## src/rtl/txt_score_line_pkg.sv

```systemverilog
// Shared text constants and FSM state type for the score line text source.
package txt_score_line_pkg;

    localparam int unsigned TXT_COLS = 16;

    localparam logic [6:0] ASCII_SPACE = 7'h20;
    localparam logic [6:0] ASCII_0     = 7'h30;
    localparam logic [6:0] ASCII_1     = 7'h31;
    localparam logic [6:0] ASCII_2     = 7'h32;
    localparam logic [6:0] ASCII_COLON = 7'h3A;
    localparam logic [6:0] ASCII_P     = 7'h50;

    typedef enum logic [1:0] {IDLE, CONV_L, CONV_R, COMMIT} state_t;

    function automatic logic [6:0] digit_cell(input logic [3:0] nib, input logic blank,
                                              input logic [6:0] space);
        return blank ? space : (ASCII_0 + {3'b000, nib});
    endfunction

endpackage

```

## src/rtl/bin2bcd8_step.sv

```systemverilog
// One double-dabble iteration: add-3 correction on each BCD nibble, then shift the
// {bcd, bin} pair left by one bit.
module bin2bcd8_step (
    input  logic [11:0] i_bcd,
    input  logic [7:0]  i_bin,
    output logic [11:0] o_bcd,
    output logic [7:0]  o_bin
);

    logic [11:0] w_adj;

    always_comb begin
        w_adj = i_bcd;
        for (int unsigned n = 0; n < 3; n++) begin
            if (i_bcd[n*4 +: 4] >= 4'd5) begin
                w_adj[n*4 +: 4] = i_bcd[n*4 +: 4] + 4'd3;
            end
        end
    end

    assign {o_bcd, o_bin} = {w_adj, i_bin} << 1;

endmodule

```

## src/rtl/txt_score_line.sv

```systemverilog
// Run-time built 16-char score line "P1 LLL : RRR P2 ": sequential binary-to-BCD
// conversion of both scores, committed atomically, read through a 1-cycle char mux.
module txt_score_line
    import txt_score_line_pkg::*;
#(
    parameter bit         BLANK_LEADING = 1'b1,
    parameter logic [6:0] CHAR_SPACE    = ASCII_SPACE
) (
    input  logic       clk,
    input  logic       rst,
    input  logic [7:0] score_l,
    input  logic [7:0] score_r,
    input  logic       update,
    output logic       busy,
    input  logic [7:0] char_xy,
    output logic [6:0] char_code
);

    state_t      r_state;
    logic [3:0]  r_step;
    logic [7:0]  r_bin;
    logic [11:0] r_bcd;
    logic [7:0]  r_opr_r;
    logic [11:0] r_res_l;
    logic [11:0] r_disp_l;
    logic [11:0] r_disp_r;
    logic        r_pending;
    logic        r_busy;
    logic [6:0]  r_char_code;

    logic [11:0] w_bcd;
    logic [7:0]  w_bin;

    bin2bcd8_step u_step (
        .i_bcd (r_bcd),
        .i_bin (r_bin),
        .o_bcd (w_bcd),
        .o_bin (w_bin)
    );

    always_ff @(posedge clk or negedge rst) begin
        if (!rst) begin
            r_state   <= IDLE;
            r_step    <= '0;
            r_bin     <= '0;
            r_bcd     <= '0;
            r_opr_r   <= '0;
            r_res_l   <= '0;
            r_disp_l  <= '0;
            r_disp_r  <= '0;
            r_pending <= 1'b0;
            r_busy    <= 1'b0;
        end else begin
            // Requests arriving in any non-IDLE state (COMMIT included) collapse into one.
            if (r_state != IDLE) begin
                r_pending <= r_pending | update;
            end
            case (r_state)
                IDLE: begin
                    if (update || r_pending) begin
                        r_bin     <= score_l;
                        r_opr_r   <= score_r;
                        r_bcd     <= '0;
                        r_step    <= '0;
                        r_pending <= 1'b0;
                        r_busy    <= 1'b1;
                        r_state   <= CONV_L;
                    end
                end
                CONV_L: begin
                    r_step <= r_step + 4'd1;
                    if (r_step == 4'd7) begin
                        r_res_l <= w_bcd;
                        r_bcd   <= '0;
                        r_bin   <= r_opr_r;
                        r_step  <= '0;
                        r_state <= CONV_R;
                    end else begin
                        r_bcd <= w_bcd;
                        r_bin <= w_bin;
                    end
                end
                CONV_R: begin
                    r_step <= r_step + 4'd1;
                    r_bcd  <= w_bcd;
                    r_bin  <= w_bin;
                    if (r_step == 4'd7) begin
                        r_state <= COMMIT;
                    end
                end
                COMMIT: begin
                    r_disp_l <= r_res_l;
                    r_disp_r <= r_bcd;
                    r_busy   <= 1'b0;
                    r_state  <= IDLE;
                end
                default: r_state <= IDLE;
            endcase
        end
    end

    logic [3:0] w_col;
    logic [3:0] w_row;
    logic [6:0] w_char;

    assign w_col = char_xy[3:0];
    assign w_row = char_xy[7:4];

    // Reads only ever see the display registers, so a half-finished conversion never shows.
    always_comb begin
        w_char = CHAR_SPACE;
        if (w_row == 4'd0) begin
            case (w_col)
                4'd0:    w_char = ASCII_P;
                4'd1:    w_char = ASCII_1;
                4'd3:    w_char = digit_cell(r_disp_l[11:8],
                                             BLANK_LEADING && (r_disp_l[11:8] == 4'd0), CHAR_SPACE);
                4'd4:    w_char = digit_cell(r_disp_l[7:4],
                                             BLANK_LEADING && (r_disp_l[11:4] == 8'd0), CHAR_SPACE);
                4'd5:    w_char = digit_cell(r_disp_l[3:0], 1'b0, CHAR_SPACE);
                4'd7:    w_char = ASCII_COLON;
                4'd9:    w_char = digit_cell(r_disp_r[11:8],
                                             BLANK_LEADING && (r_disp_r[11:8] == 4'd0), CHAR_SPACE);
                4'd10:   w_char = digit_cell(r_disp_r[7:4],
                                             BLANK_LEADING && (r_disp_r[11:4] == 8'd0), CHAR_SPACE);
                4'd11:   w_char = digit_cell(r_disp_r[3:0], 1'b0, CHAR_SPACE);
                4'd13:   w_char = ASCII_P;
                4'd14:   w_char = ASCII_2;
                default: w_char = CHAR_SPACE;
            endcase
        end
    end

    always_ff @(posedge clk or negedge rst) begin
        if (!rst) begin
            r_char_code <= CHAR_SPACE;
        end else begin
            r_char_code <= w_char;
        end
    end

    assign busy      = r_busy;
    assign char_code = r_char_code;

endmodule

```

## config.mk

```make
export PLATFORM = sky130hd
export DESIGN_NAME = txt_score_line
export DESIGN_NICKNAME = d
export VERILOG_FILES = /design/src/rtl/txt_score_line_pkg.sv /design/src/rtl/bin2bcd8_step.sv /design/src/rtl/txt_score_line.sv
export SDC_FILE = /design/constraint.sdc
export NUM_CORES = 1
export LEC_CHECK = 0
export BUFFER_PORTS_ARGS = -buffer_cell sky130_fd_sc_hd__clkbuf_2
export CORE_AREA = 8 8 103 105
export DETAILED_ROUTE_END_ITERATION = 10
export DIE_AREA = 0 0 111 113
export PLACE_DENSITY = 0.68
export REMOVE_ABC_BUFFERS = 1
export SETUP_SLACK_MARGIN = 0.05
export SLEW_MARGIN = 40
export SYNTH_ARGS = -nofsm -noshare
export SYNTH_HDL_FRONTEND = slang
export SYNTH_SLANG_ARGS = --single-unit
```

## constraint.sdc

```tcl
create_clock -name clk -period 1.7 [get_ports clk]
set_clock_uncertainty 0.05 [all_clocks]
set_input_delay 0.17 -clock clk [delete_from_list [all_inputs] [get_ports clk]]
set_output_delay 0.17 -clock clk [all_outputs]
set_load 0.01 [all_outputs]
```

==> results of run 1 <==
metal layers:
metal	part of all wire [%]	global-route usage [%]	wire, um	vias to the layer above
met5	0	0	0	-
met4	2.3	5.77	199	0
met3	4.7	5.03	407	18
met2	48	23.1	4090	75
met1	45	16.5	3900	1412
li1	-	-	-	1421
registers in the layout, indices dropped and copies added (netlist names):
register   flops
r_pending      1
busy           1
r_bin          8
r_opr_r        8
r_disp_l      12
char_code      7
r_res_l       12
r_bcd         12
r_disp_r      12
r_step         4
r_state        2
layout make-up:
| type | instances | area, sq um |
|---|---|---|
| clock inverter | 3 | 65.1 |
| timing repair buffer | 71 | 542 |
| clock buffer | 13 | 159 |
| tap | 111 | 139 |
| multi-input combinational | 246 | 1920 |
| inverter | 16 | 61.3 |
| sequential | 79 | 1980 |
| fill | 759 | 4110 |
cells by family (layout without fill, tap and decap cells):
logic type	count (synthesis)	after routing	share of synthesized area (%)
AND/OR/NAND/NOR	97	97	12.8
adder cells (fa/ha/maj)	13	13	4.11
XOR/XNOR	3	3	0.664
AO/OA/AOI/OAI	92	92	16.0
buffers and inverters	36	103	4.81
multiplexers	41	41	11.6
flip-flops	79	79	50.0
cells in the mapped netlist (all sizes together) (3+ instances only):
cell / count
nand2b: 4
a31oi: 10
xnor2: 3
a32oi: 3
clkbuf: 3
a221oi: 7
mux2: 39
nor2: 15
nand2: 41
nand3b: 4
o22ai: 8
buf: 17
nand3: 3
nor4: 3
dfrtp: 78
ha: 13
a21oi: 9
a22o: 4
inv: 15
nor2b: 4
nor3: 4
and3b: 3
and3: 4
or4: 3
o21ai: 40
power by group:
group | internal [uW] | total, uW | switching (uW)
clock network | 907 | 1550 | 645
logic | 1550 | 3150 | 1610
registers | 2280 | 2600 | 310
critical path, stage by stage, from the launching register on:
cell and delay (ns):
dfrtp_1 0.37, ha_2 0.19, and3b_2 0.24, o21bai_4 0.11
buf_6 0.16, a221oi_2 0.31, o21ai_1 0.10
through the flow:
step | total power [uW] | setup slack (ns) | hold WS, ns | utilization, %
6_report | 7300 | 0.0384 | 0.0350 | 54.2
5_1_grt | 7790 | -0.0789 | 0.0333 | 54.2
4_1_cts | 6980 | 0.0201 | 0.0230 | 52.4
3_5_place_dp | 5260 | -0.0315 | 0.164 | 48.3
3_3_place_gp | 5140 | 0.0435 | 0.158 | 48.3
2_1_floorplan | 4230 | -0.0740 | -0.176 | -
worst paths after layout:
kind,startpoint,to,slack [ns]
max reg2reg,r_step[1],r_bin[2],0.04
min,char_xy[6],char_code[6],0.04
max in group asynchronous,rst,r_pending,0.72
min reg2reg,r_res_l[1],r_res_l[1],0.44
max,r_step[1],r_bin[2],0.04
min in group asynchronous,rst,char_code[6],0.31
timing repair:
| action | in CTS | in global routing |
|---|---|---|
| resized for setup | 7 | 41 |
| pin swaps | 1 | 20 |
| buffers inserted | 4 | 4 |
| hold buffers | 9 | 0 |
| setup endpoints to repair | 23 | 38 |
| endpoints found under the hold margin | 50 | 0 |
==> impl_metrics.xml, run 1 <==
<?xml version="1.0" encoding="UTF-8"?>
<metrics>
  <group name="status">
    <metric name="outcome" unit="">finished, final reports clean</metric>
  </group>
  <group name="global_route">
    <metric name="number_of_antenna_violations_at_the_first_check_in_global_routing" unit="">0</metric>
    <metric name="gr-usage-all-layers" unit="%">14.1</metric>
    <metric name="grt_remaining_overflow" unit="">0</metric>
    <metric name="grt_pass1_vias" unit="">3067</metric>
    <metric name="grt_pass1_wl" unit="mm">14.6</metric>
    <metric name="pin_count_of_the_biggest_net_entering_global_routing" unit="">46</metric>
  </group>
  <group name="floorplan">
    <metric name="rows" unit="">35</metric>
    <metric name="core" unit="sq mm">0.00898</metric>
    <metric name="num_io_pins" unit="">35</metric>
    <metric name="effective_utilization_at_floorplan" unit="%">44.1</metric>
    <metric name="die_height" unit="um">113</metric>
    <metric name="area_of_the_die" unit="sq mm">0.0125</metric>
    <metric name="die_width" unit="um">111</metric>
  </group>
  <group name="synth">
    <metric name="synth_area" unit="sq mm">0.00396</metric>
    <metric name="synthCells" unit="">361</metric>
    <metric name="ys_warn_count" unit="">0</metric>
    <metric name="synth_seq_area_share" unit="%">50.0</metric>
    <metric name="post_synthesis_cell_type_count" unit="">56</metric>
    <metric name="synth_top_cell_by_area" unit="">dfrtp_1</metric>
    <metric name="synth_top_area_share" unit="%">49.3</metric>
    <metric name="postSynth.asyncResetShare" unit="%">100</metric>
    <metric name="number_of_enable_type_register_cells_in_the_synthesized_netlist" unit="">0</metric>
    <metric name="synthesis.area_per_instance" unit="sq um">11.0</metric>
    <metric name="synth.area.top_cells" unit="">dfrtp_1 49%, mux2_2 11%, ha_1 4.1%, nand2_1 3.9%, o21ai_0 3.8%</metric>
    <metric name="synth_flop_cell" unit="">dfrtp_1</metric>
    <metric name="synth_seq_cells" unit="">79</metric>
  </group>
  <group name="detailed_routing">
    <metric name="wire_per_inst" unit="um">15.9</metric>
    <metric name="drtAntennaViolNets" unit="">0</metric>
    <metric name="route.detailed.vias_per_inst" unit="">5.43</metric>
    <metric name="dr.pass1.iters" unit="">4</metric>
    <metric name="drt_drc_violations_left" unit="">0</metric>
    <metric name="drtIter0Drc" unit="">139</metric>
    <metric name="drt_wl_total" unit="mm">8.59</metric>
    <metric name="count_of_vias_placed_by_the_detailed_router" unit="">2926</metric>
  </group>
  <group name="timing">
    <metric name="fin_setup_tns" unit="ns">0</metric>
    <metric name="rsz0062_at_grt" unit="">yes</metric>
    <metric name="post_route_fraction_of_the_period_consumed_by_the_critical_path" unit="%">97.7</metric>
    <metric name="timing.final.crit_period" unit="ns">1.66</metric>
    <metric name="tightestPinTransition" unit="ns">0.585</metric>
    <metric name="final_hold_viol_count" unit="">0</metric>
    <metric name="slew_viol_final" unit="">0</metric>
    <metric name="max_freq" unit="MHz">602</metric>
    <metric name="worst_slew_margin_rel" unit="%">61.0</metric>
    <metric name="finalSetupViolations" unit="">0</metric>
  </group>
  <group name="placement">
    <metric name="place.detailed.hpwl" unit="mm">6.00</metric>
    <metric name="portBuffers" unit="">34</metric>
    <metric name="place_congestion" unit="">0.879</metric>
    <metric name="postPlaceCellArea" unit="sq mm">0.00434</metric>
    <metric name="dp_cells" unit="">506</metric>
  </group>
  <group name="power">
    <metric name="ir_drop" unit="uV">1220</metric>
    <metric name="p_leak" unit="uW">0.00222</metric>
    <metric name="power_density" unit="mW/mm^2">1500</metric>
  </group>
  <group name="job">
    <metric name="max-cap-violations" unit="">0</metric>
  </group>
  <group name="finish">
    <metric name="final_cell_count_no_fill" unit="">539</metric>
    <metric name="final_area" unit="sq mm">0.00486</metric>
    <metric name="layout_common_cells" unit="">78 x dfrtp_1, 41 x nand2_1, 37 x mux2_2</metric>
    <metric name="post_route_cells_drive_above_1_share" unit="%">37.4</metric>
    <metric name="design.final.nets" unit="">463</metric>
    <metric name="layout.cells.most_common" unit="">dfrtp_1</metric>
    <metric name="num_antenna_cells" unit="">0</metric>
    <metric name="flow.area_growth_from_synthesis" unit="%">22.9</metric>
  </group>
  <group name="cts">
    <metric name="clock_path_buffers" unit="">2</metric>
    <metric name="cts_tree" unit="">built</metric>
    <metric name="clkSlewWorstSetupHoldPaths" unit="ns">0.08</metric>
    <metric name="clock-root-buffer" unit="">clkbuf_8</metric>
    <metric name="h-tree-depth" unit="">3</metric>
    <metric name="worst_skew_pair.late_latency" unit="ns">0.35</metric>
    <metric name="cts_num_sinks" unit="">79</metric>
    <metric name="number_of_buffers_created_by_cts" unit="">9</metric>
  </group>
  <group name="critical_path">
    <metric name="worstPathArrival" unit="ns">1.85</metric>
    <metric name="start_kind" unit="">flip-flop</metric>
    <metric name="worstSetupEndpointType" unit="">flip-flop</metric>
    <metric name="timing.critical_path.required" unit="ns">1.88</metric>
    <metric name="crit_type" unit="">reg2reg</metric>
    <metric name="crit_path_max_fanout" unit="">8</metric>
    <metric name="ff2ff_path_depth" unit="">6</metric>
  </group>
  <group name="worst_hold_path">
    <metric name="timing.hold.worst.class" unit="">in2reg</metric>
    <metric name="hold_depth" unit="">3</metric>
  </group>
</metrics>
Power figures use the tool's default switching activity.
==> run 2, diff against run 1 <==
--- a/config.mk
+++ b/config.mk
@@ -10,7 +10,6 @@
 export DETAILED_ROUTE_END_ITERATION = 10
 export DIE_AREA = 0 0 111 113
 export PLACE_DENSITY = 0.68
-export REMOVE_ABC_BUFFERS = 1
 export SETUP_SLACK_MARGIN = 0.05
 export SLEW_MARGIN = 40
 export SYNTH_ARGS = -nofsm -noshare
==> impl_metrics.xml, run 2 (same netlist as run 1, synthesis figures left out) <==
<?xml version="1.0" encoding="UTF-8"?>
<metrics>
  <group name="status">
    <metric name="outcome" unit="">finished, final reports clean</metric>
  </group>
  <group name="detailed_routing">
    <metric name="wire_per_inst" unit="um">15.9</metric>
    <metric name="drt_wl_total" unit="mm">8.60</metric>
    <metric name="drt_drc_violations_left" unit="">0</metric>
    <metric name="drtIter0Drc" unit="">125</metric>
    <metric name="drtAntennaViolNets" unit="">0</metric>
    <metric name="route.detailed.vias_per_inst" unit="">5.38</metric>
    <metric name="count_of_vias_placed_by_the_detailed_router" unit="">2918</metric>
    <metric name="dr.pass1.iters" unit="">4</metric>
  </group>
  <group name="global_route">
    <metric name="grt_pass1_wl" unit="mm">15.1</metric>
    <metric name="number_of_antenna_violations_at_the_first_check_in_global_routing" unit="">0</metric>
    <metric name="pin_count_of_the_biggest_net_entering_global_routing" unit="">34</metric>
    <metric name="grt_remaining_overflow" unit="">0</metric>
    <metric name="grt_pass1_vias" unit="">3113</metric>
    <metric name="gr-usage-all-layers" unit="%">14.4</metric>
  </group>
  <group name="cts">
    <metric name="h-tree-depth" unit="">3</metric>
    <metric name="clock_path_buffers" unit="">2</metric>
    <metric name="clkSlewWorstSetupHoldPaths" unit="ns">0.08</metric>
    <metric name="clock-root-buffer" unit="">clkbuf_8</metric>
    <metric name="cts_tree" unit="">built</metric>
    <metric name="cts_num_sinks" unit="">79</metric>
    <metric name="worst_skew_pair.late_latency" unit="ns">0.34</metric>
    <metric name="number_of_buffers_created_by_cts" unit="">9</metric>
  </group>
  <group name="finish">
    <metric name="layout_common_cells" unit="">78 x dfrtp_1, 41 x nand2_1, 39 x mux2_2</metric>
    <metric name="design.final.nets" unit="">466</metric>
    <metric name="flow.area_growth_from_synthesis" unit="%">23.1</metric>
    <metric name="num_antenna_cells" unit="">0</metric>
    <metric name="layout.cells.most_common" unit="">dfrtp_1</metric>
    <metric name="post_route_cells_drive_above_1_share" unit="%">37.1</metric>
    <metric name="postLayoutCoreUtil" unit="%">54.3</metric>
  </group>
  <group name="power">
    <metric name="p_comb_share" unit="%">41.7</metric>
    <metric name="p_clk_share" unit="%">23.2</metric>
    <metric name="p_leak" unit="uW">0.00222</metric>
    <metric name="netSwitchingFraction" unit="%">33.7</metric>
    <metric name="sequentialPowerShare" unit="%">35.1</metric>
    <metric name="ir_drop" unit="uV">1080</metric>
    <metric name="totalPowerFinal" unit="uW">7350</metric>
    <metric name="p_switching" unit="uW">2480</metric>
    <metric name="power_density" unit="mW/mm^2">1510</metric>
    <metric name="power.internal" unit="uW">4870</metric>
  </group>
  <group name="timing">
    <metric name="final.setup.worst_slack" unit="ns">0.0887</metric>
    <metric name="rsz0062_at_grt" unit="">yes</metric>
    <metric name="worst_slew_margin_rel" unit="%">71.1</metric>
    <metric name="final_hold_viol_count" unit="">0</metric>
    <metric name="tightestPinTransition" unit="ns">0.430</metric>
    <metric name="finalSetupViolations" unit="">0</metric>
    <metric name="max_freq" unit="MHz">621</metric>
    <metric name="post_route_fraction_of_the_period_consumed_by_the_critical_path" unit="%">94.8</metric>
    <metric name="slew_viol_final" unit="">0</metric>
    <metric name="timing.final.crit_period" unit="ns">1.61</metric>
  </group>
  <group name="critical_path">
    <metric name="worstSetupEndpointType" unit="">flip-flop</metric>
    <metric name="crit_type" unit="">reg2reg</metric>
    <metric name="crit_path_max_fanout" unit="">4</metric>
    <metric name="start_kind" unit="">flip-flop</metric>
    <metric name="worstPathArrival" unit="ns">1.85</metric>
    <metric name="regToRegStartpoint" unit="">r_step[0]</metric>
    <metric name="timing.critical_path.from" unit="">r_step[0]</metric>
    <metric name="timing.critical_path.required" unit="ns">1.93</metric>
  </group>
  <group name="floorplan">
    <metric name="area_of_the_die" unit="sq mm">0.0125</metric>
    <metric name="effective_utilization_at_floorplan" unit="%">44.1</metric>
    <metric name="die_height" unit="um">113</metric>
    <metric name="num_io_pins" unit="">35</metric>
    <metric name="rows" unit="">35</metric>
    <metric name="core" unit="sq mm">0.00898</metric>
    <metric name="die_width" unit="um">111</metric>
  </group>
  <group name="worst_hold_path">
    <metric name="hold_start" unit="">score_l[5]</metric>
    <metric name="timing.hold.worst.class" unit="">in2reg</metric>
  </group>
  <group name="placement">
    <metric name="place_congestion" unit="">0.832</metric>
    <metric name="place.detailed.hpwl" unit="mm">6.06</metric>
    <metric name="preCtsSetupSlack" unit="ns">-0.174</metric>
    <metric name="portBuffers" unit="">34</metric>
  </group>
  <group name="job">
    <metric name="max-cap-violations" unit="">0</metric>
  </group>
  <group name="synth">
    <metric name="postSynthNetCount" unit="">401</metric>
  </group>
</metrics>
## run 2: changes by cell type in the layout (fill, tap and decap cells not counted), moves of 2 or more
| cell | previous run | this run |
|---|---|---|
| o21ai_2 | 4 | 1 |
| o21ai_0 | 22 | 25 |
| buf_4 | 20 | 25 |
| buf_6 | 5 | 2 |
| clkinv_2 | 2 | 0 |
| mux2_4 | 2 | 0 |
| a31oi_2 | 0 | 2 |
| mux2_2 | 37 | 39 |
## run 2: layer usage
layer | share of wire (%) | GRT usage, % | up-vias | wire, um
met4 | 1.1 | 4.50 | 0 | 94
met2 | 50 | 24.7 | 46 | 4260
li1 | - | - | 1426 | -
met3 | 5.1 | 4.81 | 8 | 440
met5 | 0 | 0 | - | 0
met1 | 44 | 16.6 | 1438 | 3800
## run 2: per-stage QoR
| step | instance area, sq um | hold WS [ns] | setup TNS (ns) | instances |
|---|---|---|---|---|
| after floorplan | 3960 | -0.176 | 0 | 361 |
| after global placement | 4330 | 0.0987 | -0.110 | 505 |
| after detailed placement | 4330 | 0.0920 | -0.928 | 505 |
| after CTS | 4740 | 0.0280 | 0 | 535 |
| after global routing | 4870 | 0.0468 | -0.00739 | 542 |
| final | 4870 | 0.0547 | 0 | 542 |
## run 2: power groups by stage
stage               sequential [uW]  clock (uW)  combinational (uW)
finish                         2580        1700                3060
global route                   2630        1840                3410
CTS                            2550        1760                2810
detailed placement             2590           0                2640
global placement               2580           0                2550
floorplan                      2520           0                1890
## run 2: layout make-up
type | instances | area (sq um)
repair buffers | 74 | 561
inverters | 16 | 62.6
fillers | 779 | 4110
well taps | 111 | 139
flip-flops and latches | 79 | 1980
clock buffers | 13 | 159
clock inverters | 3 | 90.1
multi-input cells | 246 | 1880
## run 2: repair_timing
item	CTS	global route
resized for setup	11	27
hold buffers	9	0
endpoints found under the hold margin	36	0
pin swaps	2	5
setup buffers	5	7
endpoints found under the setup margin	13	23
## run 2: worst paths after layout
kind                                     end  slack, ns  cells after the start
worst max-delay path                r_bcd[0]       0.09                      6
worst min-delay path                r_bin[5]       0.05                      3
worst max register to register      r_bcd[0]       0.09                      6
worst min register to register    r_res_l[2]       0.43                      2
max in group asynchronous         r_res_l[9]       0.74                      3
min in group asynchronous       char_code[6]       0.26                      2
## run 2: critical path, stage by stage (launching register included)
cell and delay (ns):
dfrtp_1 0.42, ha_4 0.18, and3b_2 0.23, o21bai_4 0.17, buf_4 0.17, and3_1 0.20, a22o_1 0.14
==> run 3, diff against run 2 <==
--- a/config.mk
+++ b/config.mk
@@ -5,11 +5,12 @@
 export SDC_FILE = /design/constraint.sdc
 export NUM_CORES = 1
 export LEC_CHECK = 0
-export BUFFER_PORTS_ARGS = -buffer_cell sky130_fd_sc_hd__clkbuf_2
 export CORE_AREA = 8 8 103 105
 export DETAILED_ROUTE_END_ITERATION = 10
 export DIE_AREA = 0 0 111 113
-export PLACE_DENSITY = 0.68
+export DONT_BUFFER_PORTS = 1
+export MAX_ROUTING_LAYER = met4
+export PLACE_DENSITY = 0.64
 export SETUP_SLACK_MARGIN = 0.05
 export SLEW_MARGIN = 40
 export SYNTH_ARGS = -nofsm -noshare
==> impl_metrics.xml, run 3 (same netlist as run 1, synthesis figures left out) <==
<?xml version="1.0" encoding="UTF-8"?>
<metrics>
  <group name="finish">
    <metric name="post_route_cells_drive_above_1_share" unit="%">32.2</metric>
    <metric name="final_cell_count_no_fill" unit="">521</metric>
    <metric name="num_antenna_cells" unit="">0</metric>
    <metric name="multi_input_comb_area" unit="sq mm">0.00192</metric>
    <metric name="design.final.nets" unit="">445</metric>
    <metric name="seq_area" unit="sq mm">0.00198</metric>
    <metric name="postLayoutCoreUtil" unit="%">53.5</metric>
    <metric name="layout.cells.most_common" unit="">dfrtp_1</metric>
    <metric name="final_area" unit="sq mm">0.00480</metric>
    <metric name="fill_cells" unit="">751</metric>
    <metric name="flow.area_growth_from_synthesis" unit="%">21.4</metric>
    <metric name="layout_common_cells" unit="">78 x dfrtp_1, 40 x nand2_1, 38 x mux2_2</metric>
  </group>
  <group name="floorplan">
    <metric name="area_of_the_die" unit="sq mm">0.0125</metric>
    <metric name="rows" unit="">35</metric>
    <metric name="die_width" unit="um">111</metric>
    <metric name="core" unit="sq mm">0.00898</metric>
    <metric name="die_height" unit="um">113</metric>
    <metric name="num_io_pins" unit="">35</metric>
    <metric name="effective_utilization_at_floorplan" unit="%">44.1</metric>
  </group>
  <group name="cts">
    <metric name="h-tree-depth" unit="">3</metric>
    <metric name="number_of_buffers_created_by_cts" unit="">9</metric>
    <metric name="cts_tree" unit="">built</metric>
    <metric name="worst_skew_pair.late_latency" unit="ns">0.34</metric>
    <metric name="clock-root-buffer" unit="">clkbuf_8</metric>
    <metric name="cts.hold.buffers_added" unit="">19</metric>
    <metric name="clkSlewWorstSetupHoldPaths" unit="ns">0.08</metric>
    <metric name="cts_num_sinks" unit="">79</metric>
    <metric name="clock_path_buffers" unit="">2</metric>
  </group>
  <group name="critical_path">
    <metric name="critical_path.n_buffers_inverters" unit="">1</metric>
    <metric name="ff2ff_path_depth" unit="">6</metric>
    <metric name="start_kind" unit="">flip-flop</metric>
    <metric name="crit_path_max_fanout" unit="">4</metric>
    <metric name="cpPeakStageDelay" unit="ns">0.39</metric>
    <metric name="regToRegStartpoint" unit="">r_step[1]</metric>
    <metric name="cpMaxStageDelayCell" unit="">dfrtp_1</metric>
    <metric name="worstPathArrival" unit="ns">1.86</metric>
    <metric name="worstSetupEndpointType" unit="">flip-flop</metric>
    <metric name="critical-path-top-delay-family" unit="">simple AND/OR/NAND/NOR gates</metric>
    <metric name="timing.critical_path.required" unit="ns">1.94</metric>
    <metric name="crit_chain" unit="">ha_2 -&gt; and3b_2 -&gt; o21bai_4 -&gt; buf_6 -&gt; and3_4 -&gt; a22o_1</metric>
    <metric name="setup.reg_to_reg.worst_slack" unit="ns">0.07</metric>
    <metric name="r2r_end" unit="">r_bcd[0]</metric>
    <metric name="crit_type" unit="">reg2reg</metric>
  </group>
  <group name="timing">
    <metric name="slew_viol_final" unit="">0</metric>
    <metric name="timing.final.crit_period" unit="ns">1.63</metric>
    <metric name="post_route_fraction_of_the_period_consumed_by_the_critical_path" unit="%">95.7</metric>
    <metric name="hold-worst-slack" unit="ns">-0.541</metric>
    <metric name="rsz0062_at_grt" unit="">yes</metric>
    <metric name="max_freq" unit="MHz">615</metric>
    <metric name="worst_slew_margin_rel" unit="%">70.2</metric>
    <metric name="tightestPinTransition" unit="ns">0.446</metric>
    <metric name="finalSetupViolations" unit="">0</metric>
    <metric name="final.setup.worst_slack" unit="ns">0.0736</metric>
    <metric name="final_hold_viol_count" unit="">80</metric>
  </group>
  <group name="power">
    <metric name="power_density" unit="mW/mm^2">1500</metric>
    <metric name="p_leak" unit="uW">0.00214</metric>
    <metric name="ir_drop" unit="uV">1160</metric>
  </group>
  <group name="detailed_routing">
    <metric name="drt_wl_total" unit="mm">8.73</metric>
    <metric name="drtAntennaViolNets" unit="">0</metric>
    <metric name="drtIter0Drc" unit="">125</metric>
    <metric name="drt_drc_violations_left" unit="">0</metric>
    <metric name="dr.pass1.iters" unit="">4</metric>
    <metric name="route.detailed.vias_per_inst" unit="">5.54</metric>
    <metric name="wire_per_inst" unit="um">16.8</metric>
    <metric name="count_of_vias_placed_by_the_detailed_router" unit="">2888</metric>
  </group>
  <group name="global_route">
    <metric name="grt_pass1_wl" unit="mm">14.4</metric>
    <metric name="gr-usage-all-layers" unit="%">14.4</metric>
    <metric name="gr-max-usage-layer" unit="">met2</metric>
    <metric name="grt_remaining_overflow" unit="">0</metric>
    <metric name="number_of_antenna_violations_at_the_first_check_in_global_routing" unit="">0</metric>
    <metric name="global_route.usage.met1" unit="%">16.7</metric>
    <metric name="pin_count_of_the_biggest_net_entering_global_routing" unit="">80</metric>
    <metric name="global_route.usage.met3" unit="%">3.86</metric>
    <metric name="grt_pass1_vias" unit="">2912</metric>
    <metric name="globalRouteMet2Util" unit="%">23.6</metric>
  </group>
  <group name="worst_hold_path">
    <metric name="timing.hold.worst.class" unit="">in2async</metric>
  </group>
  <group name="placement">
    <metric name="dp_cells" unit="">469</metric>
    <metric name="place_congestion" unit="">0.839</metric>
    <metric name="postPlaceCellArea" unit="sq mm">0.00412</metric>
    <metric name="portBuffers" unit="">0</metric>
    <metric name="preCtsSetupSlack" unit="ns">-0.172</metric>
    <metric name="place.detailed.hpwl" unit="mm">5.78</metric>
  </group>
  <group name="job">
    <metric name="max-cap-violations" unit="">0</metric>
  </group>
  <group name="synth">
    <metric name="postSynthNetCount" unit="">401</metric>
  </group>
  <group name="status">
    <metric name="violated_checks" unit="">hold timing</metric>
    <metric name="outcome" unit="">finished, violations left</metric>
  </group>
</metrics>
[run 3: cell types whose count changed in the layout (fill, tap and decap cells not counted), moves of 4 or more]
| cell | delta |
|---|---|
| inv_1 | +4 |
| inv_2 | -4 |
| dlygate4sd3_1 | +10 |
| clkbuf_2 | -33 |
| buf_4 | +4 |
[run 3: per-layer routing]
layer	share of wire, %	vias to the layer above
li1	-	1384
met4	1.7	0
met2	49	68
met1	45	1423
met5	0	-
met3	4.3	13
[run 3: worst max path at each step]
| stage | start | end | slack (ns) | depth (start not counted) |
|---|---|---|---|---|
| after floorplan | r_state[0] | r_bin[1] | 0.1 | 6 |
| after global placement | r_state[0] | r_bin[3] | -0.07 | 5 |
| after detailed placement | r_state[0] | r_bin[3] | -0.17 | 5 |
| after CTS | r_state[0] | r_bin[3] | 0.03 | 6 |
| after global routing | r_step[1] | r_step[1] | -0.004 | 6 |
| final | r_step[1] | r_bcd[0] | 0.07 | 6 |
[run 3: repair_timing]
action | 4_1_cts | 5_1_grt
pin swaps | 2 | 19
endpoints found under the hold margin | 101 | 79
gates cloned | 0 | 1
endpoints found under the setup margin | 33 | 37
setup buffers | 3 | 13
resized for setup | 12 | 32
[run 3: layout make-up]
cell class                 instances  share of cell area [%]
inverter                          16                    1.28
timing repair buffer              53                    10.1
clock inverter                     5                    1.69
sequential                        79                    41.2
clock buffer                      11                    2.94
tap                              111                    2.89
multi-input combinational        246                    39.9
[run 3: per-stage QoR]
step / total power [uW] / setup TNS [ns]
after floorplan: 4410 / 0
after global placement: 5050 / -0.204
after detailed placement: 5140 / -0.919
after CTS: 6860 / 0
after global routing: 7700 / -0.00796
final: 7220 / 0
[run 3: power by group]
part           switching, uW  internal (uW)  total (uW)
registers                303           2280        2590
logic                   1550           1540        3080
clock network            679            868        1550
total                   2530           4690        7220
